[src/rtl/mem_access_pkg.sv]
// Shared encodings for the memory-stage load/store unit: access sizes,
// FSM states, lane widths and the alignment check.
package mem_access_pkg;

  localparam logic [1:0] SZ_BYTE = 2'b00;
  localparam logic [1:0] SZ_HALF = 2'b01;
  localparam logic [1:0] SZ_WORD = 2'b10;
  localparam logic [1:0] SZ_ILL  = 2'b11;

  localparam int BYTE_W = 8;
  localparam int HALF_W = 16;
  localparam int WORD_W = 32;

  typedef enum logic [1:0] {
    ST_IDLE  = 2'b00,
    ST_ISSUE = 2'b01,
    ST_RDATA = 2'b10,
    ST_WRITE = 2'b11
  } state_e;

  // An illegal size is reported through the same path as a misalignment.
  function automatic logic is_misaligned(input logic [1:0] size, input logic [1:0] addr_lo);
    logic bad;
    case (size)
      SZ_BYTE: bad = 1'b0;
      SZ_HALF: bad = addr_lo[0];
      SZ_WORD: bad = (addr_lo != 2'b00);
      default: bad = 1'b1;
    endcase
    return bad;
  endfunction

endpackage

[src/rtl/mem_lane_align.sv]
// Lane extraction (with optional sign extension) and lane merge for
// sub-word accesses; shared by the load path and the read-modify-write path.
module mem_lane_align
  import mem_access_pkg::*;
(
  input  logic [WORD_W-1:0] rdata_i,
  input  logic [WORD_W-1:0] wdata_i,
  input  logic [1:0]        lane_i,
  input  logic [1:0]        size_i,
  input  logic              signed_i,
  output logic [WORD_W-1:0] ext_o,
  output logic [WORD_W-1:0] merged_o
);

  logic [BYTE_W-1:0] byte_s;
  logic [HALF_W-1:0] half_s;

  assign byte_s = rdata_i[{lane_i, 3'b000} +: BYTE_W];
  assign half_s = rdata_i[{lane_i[1], 4'b0000} +: HALF_W];

  always_comb begin
    ext_o    = {WORD_W{1'b0}};
    merged_o = rdata_i;
    case (size_i)
      SZ_BYTE: begin
        ext_o = {{(WORD_W-BYTE_W){signed_i & byte_s[BYTE_W-1]}}, byte_s};
        merged_o[{lane_i, 3'b000} +: BYTE_W] = wdata_i[BYTE_W-1:0];
      end
      SZ_HALF: begin
        ext_o = {{(WORD_W-HALF_W){signed_i & half_s[HALF_W-1]}}, half_s};
        merged_o[{lane_i[1], 4'b0000} +: HALF_W] = wdata_i[HALF_W-1:0];
      end
      SZ_WORD: begin
        ext_o    = rdata_i;
        merged_o = wdata_i;
      end
      default: begin
        ext_o    = {WORD_W{1'b0}};
        merged_o = rdata_i;
      end
    endcase
  end

endmodule

[src/rtl/mem_access_unit.sv]
// Memory-stage load/store initiator: one request at a time, sub-word stores
// done as read-modify-write, illegal accesses answered with an error pulse.
module mem_access_unit
  import mem_access_pkg::*;
#(
  parameter int DEPTH = 32
) (
  input  logic        clk,
  input  logic        rst_n,
  input  logic        req_valid,
  output logic        req_ready,
  input  logic        req_we,
  input  logic [1:0]  req_size,
  input  logic        req_signed,
  input  logic [31:0] req_addr,
  input  logic [31:0] req_wdata,
  output logic        resp_valid,
  output logic [31:0] resp_rdata,
  output logic        resp_err,
  output logic        mem_we,
  output logic [31:0] mem_addr,
  output logic [31:0] mem_wdata,
  input  logic [31:0] mem_rdata
);

  state_e      state_q;
  logic        we_q;
  logic [1:0]  size_q;
  logic        signed_q;
  logic [1:0]  lane_q;
  logic [29:0] widx_q;
  logic [31:0] wdata_q;
  logic [31:0] merged_q;
  logic        resp_valid_q;
  logic [31:0] resp_rdata_q;
  logic        resp_err_q;

  logic        accept_s;
  logic        err_s;
  logic [31:0] ext_s;
  logic [31:0] merged_s;

  assign req_ready = (state_q == ST_IDLE);
  assign accept_s  = req_valid & req_ready;
  assign err_s     = is_misaligned(req_size, req_addr[1:0]) |
                     ({2'b00, req_addr[31:2]} >= 32'(DEPTH));

  assign resp_valid = resp_valid_q;
  assign resp_rdata = resp_rdata_q;
  assign resp_err   = resp_err_q;

  mem_lane_align u_align (
    .rdata_i  (mem_rdata),
    .wdata_i  (wdata_q),
    .lane_i   (lane_q),
    .size_i   (size_q),
    .signed_i (signed_q),
    .ext_o    (ext_s),
    .merged_o (merged_s)
  );

  // Control FSM with the registered response outputs.
  always_ff @(posedge clk or negedge rst_n) begin
    if (!rst_n) begin
      state_q      <= ST_IDLE;
      we_q         <= 1'b0;
      size_q       <= SZ_BYTE;
      signed_q     <= 1'b0;
      lane_q       <= 2'b00;
      widx_q       <= 30'd0;
      wdata_q      <= 32'd0;
      merged_q     <= 32'd0;
      resp_valid_q <= 1'b0;
      resp_rdata_q <= 32'd0;
      resp_err_q   <= 1'b0;
    end else begin
      resp_valid_q <= 1'b0;
      resp_rdata_q <= 32'd0;
      resp_err_q   <= 1'b0;
      case (state_q)
        ST_IDLE: begin
          if (accept_s && err_s) begin
            resp_valid_q <= 1'b1;
            resp_err_q   <= 1'b1;
          end else if (accept_s) begin
            we_q     <= req_we;
            size_q   <= req_size;
            signed_q <= req_signed;
            lane_q   <= req_addr[1:0];
            widx_q   <= req_addr[31:2];
            wdata_q  <= req_wdata;
            state_q  <= ST_ISSUE;
          end else begin
            state_q <= ST_IDLE;
          end
        end
        ST_ISSUE: begin
          if (we_q && (size_q == SZ_WORD)) begin
            resp_valid_q <= 1'b1;
            state_q      <= ST_IDLE;
          end else begin
            state_q <= ST_RDATA;
          end
        end
        ST_RDATA: begin
          if (we_q) begin
            merged_q <= merged_s;
            state_q  <= ST_WRITE;
          end else begin
            resp_valid_q <= 1'b1;
            resp_rdata_q <= ext_s;
            state_q      <= ST_IDLE;
          end
        end
        ST_WRITE: begin
          resp_valid_q <= 1'b1;
          state_q      <= ST_IDLE;
        end
        default: state_q <= ST_IDLE;
      endcase
    end
  end

  // Memory port is decoded straight from state so reset drops mem_we at once.
  always_comb begin
    mem_we    = 1'b0;
    mem_addr  = 32'd0;
    mem_wdata = 32'd0;
    case (state_q)
      ST_ISSUE: begin
        mem_addr = {2'b00, widx_q};
        if (we_q && (size_q == SZ_WORD)) begin
          mem_we    = 1'b1;
          mem_wdata = wdata_q;
        end else begin
          mem_we    = 1'b0;
          mem_wdata = 32'd0;
        end
      end
      ST_RDATA: mem_addr = {2'b00, widx_q};
      ST_WRITE: begin
        mem_we    = 1'b1;
        mem_addr  = {2'b00, widx_q};
        mem_wdata = merged_q;
      end
      default: begin
        mem_we    = 1'b0;
        mem_addr  = 32'd0;
        mem_wdata = 32'd0;
      end
    endcase
  end

endmodule

[config.mk]
export PLATFORM = sky130hd
export DESIGN_NAME = mem_access_unit
export DESIGN_NICKNAME = d
export VERILOG_FILES = /design/src/rtl/mem_access_pkg.sv /design/src/rtl/mem_lane_align.sv /design/src/rtl/mem_access_unit.sv
export SDC_FILE = /design/constraint.sdc
export NUM_CORES = 1
export LEC_CHECK = 0
export CAP_MARGIN = 15
export CORE_UTILIZATION = 53
export CTS_CLUSTER_SIZE = 12
export DETAILED_ROUTE_END_ITERATION = 7
export GPL_ROUTABILITY_DRIVEN = 0
export PLACE_DENSITY_LB_ADDON = 0.05
export SLEW_MARGIN = 40
export SYNTH_ARGS = -nofsm -noshare
export SYNTH_HDL_FRONTEND = slang
export SYNTH_HIERARCHICAL = 1
export SYNTH_SLANG_ARGS = --single-unit
export TNS_END_PERCENT = 100
[constraint.sdc]
create_clock -name clk -period 4.5 [get_ports clk]
set_input_delay 0.675 -clock clk [delete_from_list [all_inputs] [get_ports clk]]
set_output_delay 0.675 -clock clk [all_outputs]
set_load 0.05 [all_outputs]
==> impl_metrics.tcl <==
set metrics [dict create \
    hold_viol_final 0 \
    syn_area_per_cell_um2 11.0 \
    powerDensity_mw_per_mm2 278 \
    grt_max_degree 90 \
    fin_crit_sh 0.740 \
    yosysSeqAreaShare 0.466 \
    tns_ns 0 \
    ys_ff_latch 136 \
    crit_path_start_kind "register" \
    synthDistinctLibCells 55 \
    cap_violations 0 \
    cts_resized 0 \
    grt_pass1_wl_mm 31.7 \
    antenna_found_initial 0 \
    htreeDepth 4 \
    insertedDiodeCount 0 \
    die-width_um 119 \
    status "completed" \
    dieArea_mm2 0.0143 \
    num_rows 42 \
    viasPerCell 5.93 \
    utilization 0.745 \
    syn_area_mm2 0.00731 \
    max_slew.worst_pin.slew_ns 0.829 \
    yosys-top-cells-area "dfrtp_1 (47%), mux2_2 (13%), nor2b_1 (6.0%)" \
    critPathKind "reg -> out" \
    slew_viol_final 0 \
    postCtsSetupBuffers 0 \
    crit_fanout 34 \
    numPortBuffers 200 \
    fin_crit_ns 3.33 \
    cts_buffers 17 \
    clk_pin_slew_worst_paths_ns 0.05 \
    synth_top_area_cell "dfrtp_1" \
    fp.dieH_um 119 \
    dr.pass1.iters 8 \
    synth_flop_cell "dfrtp_1" \
    ant_nets 0 \
    hp-class "in -> async" \
    dp_hpwl_mm 14.5 \
    routed_wl_mm 20.4 \
    cts_root_buffer "clkbuf_16" \
    fillCellCount 930 \
    end_kind "output port" \
    async_reset_ff_frac 1.00 \
    p_leak_nw 4.33 \
    total_power_mw 2.76 \
    clk_path_buf_depth 2 \
    gr-usage-all-layers 0.294 \
    setup_violations 0 \
    crit_arrival_ns 2.65 \
    cts_hold_buf 0 \
    fmax_mhz 300 \
    nets 954 \
    yosys.area.top_type_share 0.466 \
    core-area_mm2 0.0133 \
    clk_latency_ns 0.42 \
    drive_gt1_frac 0.168 \
    drc 0 \
    relSlewSlack 0.447 \
    initial_utilization 0.548 \
    overflow 0 \
    area_growth_pct 36.0 \
    pin_count 203 \
    vias 6129 \
    vdd_ir_drop_max_v 0.000239 \
    rsz0062_at_grt "false" \
    syn_inst 664 \
    clkSinkCount 136 \
    wire_per_inst_um 19.7 \
    grt_pass1_vias 5919 \
    ys_warn_count 6 \
    tritoncts "built" \
    critical_path_required_ns 3.83 \
    drt-initial-drc-count 530 \
    synth_edf_count 0 \
    fin_skew_ns 0.00551 \
]
## metal layers
layer  track usage  routed length [um]  part of all wire  up-vias
met2         0.476               10000              0.49      324
li1              -                   -                 -     2759
met5             0                   0                 0        -
met4        0.0945                 293             0.014        0
met1         0.389                8380              0.41     3023
met3        0.0714                1730             0.085       23
## worst paths after layout
check / startpoint / end / slack [ns] / cells after the start
min: rst_n / widx_q[0] / 0.31 / 1
max reg2reg: lane_q[1] / merged_q[10] / 1.63 / 8
min reg2reg: widx_q[20] / widx_q[20] / 0.49 / 1
max: size_q[0] / mem_wdata[31] / 1.17 / 5
max in group asynchronous: rst_n / wdata_q[12] / 3.12 / 2
min in group clk: widx_q[20] / widx_q[20] / 0.49 / 1
## synthesized netlist by cell type, drive strengths merged, types with 3 or more instances
library cell	instances
nor2	12
nor4	7
o21ai	20
o221ai	13
a32oi	3
mux2	84
clkbuf	27
inv	5
a22oi	8
mux2i	24
nor3	8
a21oi	12
nand2b	15
and3	5
nand2	57
o2bb2ai	7
and2	34
nor2b	70
a221o	19
a22o	41
ha	5
buf	23
dfrtp	136
nand3	4
## cells in the final DEF, fill, tap and decap left out, types with 8 or more instances in the layout
cell / instances
a21oi_1: 12
a221o_1: 12
a22o_1: 41
a22oi_1: 8
and2_1: 33
buf_4: 12
clkbuf_16: 17
clkdlybuf4s50_1: 199
dfrtp_1: 135
mux2_2: 83
mux2i_1: 24
nand2_1: 57
nand2b_1: 15
nor2_1: 10
nor2b_1: 70
o21ai_0: 17
o221ai_1: 13
## logic make-up (layout without fill, tap and decap cells)
group / after synthesis / in the layout / share of synthesized area
multiplexers: 108 / 108 / 0.162
flip-flops: 136 / 136 / 0.466
AND/OR/NAND/NOR: 224 / 224 / 0.173
AO/OA/AOI/OAI: 134 / 134 / 0.148
other: 1 / 2 / 0.000513
adder cells (fa/ha/maj): 5 / 5 / 0.00856
buffers and inverters: 56 / 249 / 0.0419
## report_power, final
part / total [mW] / internal [mW] / switching, mW
logic: 0.188 / 0.104 / 0.0839
registers: 1.23 / 1.23 / 0.00208
clock network: 1.35 / 0.852 / 0.493
## per-stage QoR
step	area (um^2)	cells	hold slack (ns)	setup WS [ns]
after detailed placement	9350	1002	0.478	1.62
after floorplan	7310	665	0.379	2.11
final	9940	1034	0.314	1.17
after CTS	9920	1033	0.348	1.17
after global placement	9340	1002	0.477	1.56
after global routing	9940	1034	0.350	1.10
## registers in the layout, indices dropped and copies added, names as in the netlist
name	count
lane_q	2
merged_q	32
resp_err	1
resp_rdata	32
resp_valid	1
signed_q	1
size_q	2
state_q	2
wdata_q	32
we_q	1
widx_q	30
## final cells by class
cell class | instances | area (um^2) | share of cell area
clock inverter | 8 | 96.3 | 0.00969
inverter | 6 | 22.5 | 0.00227
timing repair buffer | 212 | 2100 | 0.211
tap | 176 | 220 | 0.0222
clock buffer | 23 | 478 | 0.0481
multi-input combinational | 473 | 3620 | 0.364
sequential | 136 | 3400 | 0.343
## critical path, cell delays in order (launching register included)
cell and delay [ns]:
dfrtp_2 0.39, and3b_1 0.22, and3b_1 0.15, buf_4 0.36, a22o_1 0.28, clkdlybuf4s50_1 0.83
No activity file was read; power rests on OpenSTA's default activity.
